File: config.mk
export PLATFORM = sky130hd
export DESIGN_NAME = pop_cnt_acc
export DESIGN_NICKNAME = d
export VERILOG_FILES = /design/src/rtl/lau_pkg.sv /design/src/rtl/cnt_m_k.sv /design/src/rtl/pop_cnt_acc.sv
export SDC_FILE = /design/constraint.sdc
export NUM_CORES = 1
export LEC_CHECK = 0
export ABC_AREA = 1
export CAP_MARGIN = 25
export CORE_AREA = 2 2 89 91
export CTS_BUF_LIST = sky130_fd_sc_hd__clkbuf_8 sky130_fd_sc_hd__clkbuf_16
export DETAILED_ROUTE_END_ITERATION = 16
export DIE_AREA = 0 0 91 93
export PLACE_DENSITY_LB_ADDON = 0.15
export SLEW_MARGIN = 25
export SYNTH_ARGS = -nofsm -noshare
export SYNTH_HDL_FRONTEND = slang
export SYNTH_SLANG_ARGS = --single-unit
File: constraint.sdc
create_clock -name CLK -period 6.8 [get_ports CLK]
set_input_delay 1.36 -clock CLK [delete_from_list [all_inputs] [get_ports CLK]]
set_output_delay 1.36 -clock CLK [all_outputs]
set_load 0.05 [all_outputs]
File: src/rtl/lau_pkg.sv
// Shared types for the slice-based counters and the population-count accumulator.
package lau_pkg;

  typedef enum logic {SLOW, FAST} speed_e;

  typedef enum logic {ACC, DONE} popacc_state_e;

  function automatic int cnt_width(input int m);
    return $clog2(m + 1);
  endfunction

endpackage

File: src/rtl/cnt_m_k.sv
// Combinational (m,k) ones counter: m input bits reduced to a k = cnt_width(m) bit count.
// SLOW chains one adder per input bit; FAST reduces the bits through a balanced adder tree.
module cnt_m_k
  import lau_pkg::*;
#(
  parameter int     m     = 16,
  parameter speed_e speed = FAST
) (
  input  logic [m-1:0]            data_i,
  output logic [cnt_width(m)-1:0] cnt_o
);

  localparam int KW = cnt_width(m);

  if (speed == SLOW) begin : g_slow
    always_comb begin
      cnt_o = '0;
      for (int unsigned i = 0; i < m; i++) begin
        cnt_o = cnt_o + KW'(data_i[i]);
      end
    end
  end else begin : g_fast
    localparam int unsigned NP = 1 << $clog2(m);

    logic [NP-1:0] padded;
    logic [KW-1:0] part [NP];

    assign padded = NP'(data_i);

    // Pairwise in-place reduction: each level halves the number of live partial counts.
    always_comb begin
      for (int unsigned i = 0; i < NP; i++) begin
        part[i] = KW'(padded[i]);
      end
      for (int unsigned s = NP / 2; s > 0; s = s / 2) begin
        for (int unsigned i = 0; i < s; i++) begin
          part[i] = part[2*i] + part[2*i+1];
        end
      end
      cnt_o = part[0];
    end
  end

endmodule

File: src/rtl/pop_cnt_acc.sv
// Per-packet population-count accumulator with valid/ready on both sides.
// Define POP_CNT_ACC_SAT_EN for a saturating accumulator with sticky overflow flag.
module pop_cnt_acc
  import lau_pkg::*;
#(
  parameter int     width    = 16,
  parameter int     accWidth = 32,
  parameter speed_e speed    = FAST
) (
  input  logic                CLK,
  input  logic                RST,
  input  logic                InValid,
  output logic                InReady,
  input  logic [width-1:0]    InData,
  input  logic                InLast,
  output logic                OutValid,
  input  logic                OutReady,
  output logic [accWidth-1:0] OutCount,
  output logic                OutOvf
);

  localparam int KW = cnt_width(width);

  popacc_state_e       state_q, state_d;
  logic                vld_q, vld_d;
  logic                last_q, last_d;
  logic [KW-1:0]       cnt_q, cnt_d;
  logic [accWidth-1:0] acc_q, acc_d;
  logic                ovf_q, ovf_d;
  logic                out_valid_q, out_valid_d;
  logic [accWidth-1:0] out_count_q, out_count_d;
  logic                out_ovf_q, out_ovf_d;

  logic [KW-1:0]       beat_cnt;
  logic [accWidth-1:0] sum;
  logic                carry;
  logic                accept;
  logic                absorb;

  cnt_m_k #(
    .m    (width),
    .speed(speed)
  ) u_cnt (
    .data_i(InData),
    .cnt_o (beat_cnt)
  );

  assign InReady = !vld_q || (state_q == ACC);
  assign accept  = InValid && InReady;

`ifdef POP_CNT_ACC_SAT_EN
  logic [accWidth:0] sum_ext;
  assign sum_ext = {1'b0, acc_q} + (accWidth + 1)'(cnt_q);
  assign carry   = sum_ext[accWidth];
  assign sum     = carry ? '1 : sum_ext[accWidth-1:0];
`else
  assign sum   = acc_q + accWidth'(cnt_q);
  assign carry = 1'b0;
`endif

  always_comb begin
    state_d     = state_q;
    vld_d       = vld_q;
    last_d      = last_q;
    cnt_d       = cnt_q;
    acc_d       = acc_q;
    ovf_d       = ovf_q;
    out_valid_d = out_valid_q;
    out_count_d = out_count_q;
    out_ovf_d   = out_ovf_q;
    absorb      = 1'b0;

    case (state_q)
      ACC: begin
        if (vld_q) begin
          absorb = 1'b1;
          if (last_q) begin
            out_count_d = sum;
            out_ovf_d   = ovf_q | carry;
            out_valid_d = 1'b1;
            acc_d       = '0;
            ovf_d       = 1'b0;
            state_d     = DONE;
          end else begin
            acc_d = sum;
            ovf_d = ovf_q | carry;
          end
        end
      end
      DONE: begin
        if (OutReady) begin
          out_valid_d = 1'b0;
          state_d     = ACC;
        end
      end
      default: state_d = ACC;
    endcase

    // A beat accepted in the same cycle as the absorb refills the stage.
    if (accept) begin
      vld_d  = 1'b1;
      cnt_d  = beat_cnt;
      last_d = InLast;
    end else if (absorb) begin
      vld_d = 1'b0;
    end
  end

  always_ff @(posedge CLK or posedge RST) begin
    if (RST) begin
      state_q     <= ACC;
      vld_q       <= 1'b0;
      last_q      <= 1'b0;
      cnt_q       <= '0;
      acc_q       <= '0;
      ovf_q       <= 1'b0;
      out_valid_q <= 1'b0;
      out_count_q <= '0;
      out_ovf_q   <= 1'b0;
    end else begin
      state_q     <= state_d;
      vld_q       <= vld_d;
      last_q      <= last_d;
      cnt_q       <= cnt_d;
      acc_q       <= acc_d;
      ovf_q       <= ovf_d;
      out_valid_q <= out_valid_d;
      out_count_q <= out_count_d;
      out_ovf_q   <= out_ovf_d;
    end
  end

  assign OutValid = out_valid_q;
  assign OutCount = out_count_q;
  assign OutOvf   = out_ovf_q;

endmodule
# ---- Word level (Yosys, flattened, before mapping)
# Cells that the tools add are included.
# W data, S select, Z words.
dict set report totals {
  in_bits 21
  wordCells 47
  register_bits 73
}
dict set report op_classes {
  eq_ne 3
  n_reduce_logical 7
  add_sub_neg 16
  n_mux 13
  bitwise_logic 1
}
# op count
set op_table {}
lappend op_table {{$add A5 B5 Y5} 7}
lappend op_table {{$add A32 B5 Y32} 1}
lappend op_table {{$mux W32} 1}
lappend op_table {{$add A1 B1 Y2} 8}
lappend op_table {{$mux W1} 10}
lappend op_table {{$ne A2 B2 Y1 const B} 3}
lappend op_table {{$reduce_and A3 Y1} 2}
lappend op_table {{$pmux W1 S2} 2}
lappend op_table {{$reduce_and A2 Y1} 1}
lappend op_table {{$reduce_bool A2 Y1} 1}
lappend op_table {{$logic_and A1 B1 Y1} 1}
lappend op_table {{$logic_not A1 Y1} 1}
lappend op_table {{$logic_or A1 B1 Y1} 1}
lappend op_table {{$not A1 Y1} 1}

# ---- Logic depth before layout (Yosys ltp)
dict set report depth {
  depth_word 4
  mapped_depth 13
}

# ---- Hierarchy
# From an unflattened synthesis, not the netlist that was laid out.
dict set report hier_totals {
  cells_unflattened 570
  area_unflattened_um2 4290.4
}
# module seq_area_each_um2 n_inst cells_each area_each_um2
set modules_own_cells {}
lappend modules_own_cells {pop_cnt_acc 1826.8 1 514 3861.2}
lappend modules_own_cells {cnt_m_k 0.0 1 56 429.2}

# ---- Least setup slack after synthesis
# Ideal clock, no wire load.
dict set report synth_timing {
  path_type {input port to flip-flop}
  start {in InData[0]}
  end {reg cnt_q[3]}
  cell_stages 12
  path_slack_ns 2.230
  t_required_ns 6.715
  setup_ns 0.085
  arrival_ns 4.486
  path_cell_list {ha_1 > inv_1 > fa_1 > inv_1 > fa_1 > fa_1 > fa_1 > ha_1 > inv_1 > fa_1 > xor2_1 > o21ai_0}
}
dict set report synth_via {
  elab_chain_cells 4
}
# element line
set synth_rtl {}
lappend synth_rtl {{start: declaration} pop_cnt_acc.sv:14} ;# input logic [width-1:0] InData,
lappend synth_rtl {{$add A1 B1 Y2} cnt_m_k.sv:37} ;# part[i] = part[2*i] + part[2*i+1];
lappend synth_rtl {{$add A5 B5 Y5 (3 in a row)} cnt_m_k.sv:37}
lappend synth_rtl {{end signal: assignment} pop_cnt_acc.sv:124} ;# cnt_q <= cnt_d;
lappend synth_rtl {{end: declaration} pop_cnt_acc.sv:27} ;# logic [KW-1:0] cnt_q, cnt_d;
# Every way passes these cells.
# A chain may end at the register's enable or synchronous reset.

# ---- Worst setup path in the final report
dict set report layout_timing {
  start {in InData[1]}
  end {reg cnt_q[3]}
}
# The elaborated chain is that of the path after synthesis.

==> flow_metrics.py <==
metrics = {
    "run_status": {
        "status": "completed",
    },
    "synth": {
        "synthTopCellsByArea": "dfrtp_1, nand2_1, nand3_1",
        "synth-main-ff-cell": "dfrtp_1",
        "ys_seq_area_frac": 0.4156,
        "synth_nets": 613,
        "synth_async_sr_flop_share": 1.000,
        "synthesis.area_sq_mm": 0.004395,
        "synth_top_area_cell": "dfrtp_1",
        "ys_warn_count": 0,
        "synth_top_cell_area_share": 0.4156,
        "synth-seq-cells": 73,
        "netlist-cell-type-count": 31,
        "yosys.cell_count.top_type": "nand2_1",
        "synth_common_cells": "nand2_1, nand3_1, dfrtp_1",
        "syn_avg_cell_area_sq_um": 7.821,
        "synth_edf_count": 0,
        "synthCells": 562,
    },
    "clock_tree": {
        "clk_pin_slew_worst_paths_ns": 0.08,
        "clk_latency_ns": 0.36,
        "postCtsHoldBufs": 0,
        "cts_root_buf": "clkbuf_8",
        "clockBufferDepth": 2,
        "cts_buffers": 9,
        "clock-sinks": 73,
        "cts_tree": "done",
        "cts_setup_buffers": 0,
        "ctsResizeCount": 0,
        "h-tree-depth": 3,
    },
    "setup_path": {
        "timing.rr.start": "state_q",
        "slowest_delay_ns": 0.55,
        "critPathMaxFanout": 2,
        "cp_common_cell": "fa_1",
        "cp.arrival_ns": 5.07,
        "r2r_slack_ns": 4.67,
        "cp_cell_sequence": "clkdlybuf4s50_1 -> ha_1 -> inv_1 -> fa_1 -> inv_1 -> fa_1 -> fa_1 -> fa_1 -> ha_1 -> inv_1 -> fa_1 -> xor2_1 -> o21ai_0",
        "r2r-end": "OutCount[9]",
        "r2r_cells": 6,
        "crit_type": "input pin to register",
        "cpMaxStageDelayCell": "fa_1",
        "crit_path_start_kind": "input pin",
        "required_ns": 7.07,
        "endpoint_kind": "register",
    },
    "floorplanning": {
        "ios": 56,
        "initial_core_util": 0.5839,
        "die_y_um": 93,
        "rows": 32,
        "fp.coreArea_sq_mm": 0.007527,
        "die_x_um": 91,
        "dieArea_sq_mm": 0.008463,
    },
    "drt": {
        "vias": 3812,
        "routedWlPerCell_um": 14.05,
        "drtIter0Drc": 168,
        "wirelength_mm": 10.10,
        "drtAntennaViolNets": 0,
        "first_pass_iters": 4,
        "vias_per_cell": 5.302,
        "drc_errors": 0,
    },
    "sta": {
        "setup-violations-final": 0,
        "tns_ns": 0,
        "fin_skew_ns": 0.01050,
        "relSlewSlack": 0.3809,
        "max_slew.worst_pin.slew_ns": 0.9286,
        "rsz0062_at_grt": "no",
        "report.final.slew_viol_count": 0,
        "finalHoldViolCount": 0,
        "fin_crit_sh": 0.7057,
        "hold_slack_ns": 0.4738,
        "fmax_mhz": 208.4,
        "period_minus_slack_ns": 4.799,
    },
    "global_route": {
        "use_met3": 0.05238,
        "grt_most_used_layer": "met2",
        "gr-usage-met2": 0.4451,
        "antenna_found_initial": 0,
        "grt_pass1_wl_mm": 17.44,
        "use_met1": 0.3215,
        "track_usage": 0.2597,
        "grt_pass1_vias": 3950,
        "grt_overflow": 0,
        "grt_max_degree": 74,
    },
    "place": {
        "dp_cells": 703,
        "hpwlAfterDp_mm": 7.153,
        "port_buffers": 54,
        "gp_congestion": 0.8681,
    },
    "power": {
        "ir_worst_vdd_mv": 0.2216,
        "power.density_mw_per_mm2": 278.5,
        "leakagePower_nw": 2.562,
    },
    "hold_path": {
        "hp-class": "register to register",
        "min_path_cells": 2,
        "min_to": "OutCount[1]",
        "hp-start": "OutCount[1]",
    },
    "final_layout": {
        "seq_area_sq_mm": 0.001827,
        "multiInputGateArea_sq_mm": 0.002195,
        "fill_cells": 661,
        "drive_gt1_frac": 0.08914,
        "diodes": 0,
        "instances_no_fill": 719,
        "nNetsFinal": 663,
        "syn_to_final_growth_pct": 17.76,
    },
    "flow_run": {
        "cap_violations": 0,
    },
}
==> stage by stage <==
step / setup WS (ns) / total power, mW / util / cell area, sq um
after floorplan: 2.230 / 0.9438 / - / 4395
after global placement: 1.721 / 1.074 / 0.6606 / 4972
after detailed placement: 1.632 / 1.096 / 0.6606 / 4972
after CTS: 2.002 / 1.453 / 0.6877 / 5176
after global routing: 1.860 / 1.542 / 0.6877 / 5176
final: 2.001 / 1.441 / 0.6877 / 5176
==> how the worst max path moves through the flow <==
stage | slack, ns | cells past startpoint | end | start
after detailed placement | 1.63 | 13 | cnt_q[3] | InData[0]
final | 2.00 | 13 | cnt_q[3] | InData[1]
after floorplan | 2.23 | 12 | cnt_q[3] | InData[0]
after CTS | 2.00 | 13 | cnt_q[3] | InData[0]
after global placement | 1.72 | 13 | cnt_q[3] | InData[0]
after global routing | 1.86 | 13 | cnt_q[3] | InData[6]
==> worst max-delay path: cells and delay by family <==
kind                     cells  cell delay (ns)
adder cells (fa/ha/maj)      7             2.81
buffers and inverters        4             0.56
AO/OA/AOI/OAI                1             0.18
XOR/XNOR                     1             0.15
==> cells in the final DEF, fill, tap and decap left out <==
cell type and instances:
a21o_1 1, inv_6 1, xor2_1 4, o21ai_1 7, ha_1 18, bufinv_16 1
clkdlybuf4s50_1 54, nor2_1 28, dfrtp_1 73, nand2_1 186, o21ai_0 17, a21oi_2 1
nand2_2 14, nand4_1 12, a22o_1 3, and2_1 2, clkbuf_8 10, clkinvlp_4 3
nand3_2 5, nand2_4 1, o21ai_2 1, nor2_4 3, buf_4 3, fa_1 12
nor2_2 6, inv_1 64, xnor2_1 2, inv_2 4, nand3_1 76, conb_1 1
a21oi_1 2, clkinv_2 2
==> routing by layer <==
layer	wire, um	vias up
li1	-	1875
met1	4297	1832
met2	5147	88
met3	474	17
met4	182	0
met5	0	-
==> cells by family after synthesis <==
kind of cell / Yosys count / share of synthesized area
simple gates: 333 / 0.3393
buf+inv: 87 / 0.08511
fa+ha+maj: 30 / 0.1059
flops: 73 / 0.4156
other cells: 1 / 0.0008532
xor+xnor: 6 / 0.01196
compound gates: 32 / 0.04128
==> flip-flops by register name, summed over array words and instances (netlist names) <==
| name | flops |
|---|---|
| vld_q | 1 |
| OutCount | 32 |
| OutValid | 1 |
| cnt_q | 5 |
| last_q | 1 |
| acc_q | 32 |
| state_q | 1 |
==> final cells by class <==
class	count	area share
Clock buffer	10	0.02659
Timing Repair Buffer	57	0.1088
Clock inverter	6	0.01281
Tap cell	102	0.02466
Inverter	69	0.05028
Sequential cell	73	0.3529
Multi-Input combinational cell	402	0.4240
==> power breakdown <==
part	switching [mW]	total (mW)	leakage, nW	internal, mW
Clock	0.177	0.357	0.0949	0.180
Sequential	0.0358	0.525	0.994	0.489
Combinational	0.378	0.560	1.47	0.182
Note: power is estimated with default switching activity, not from simulation.
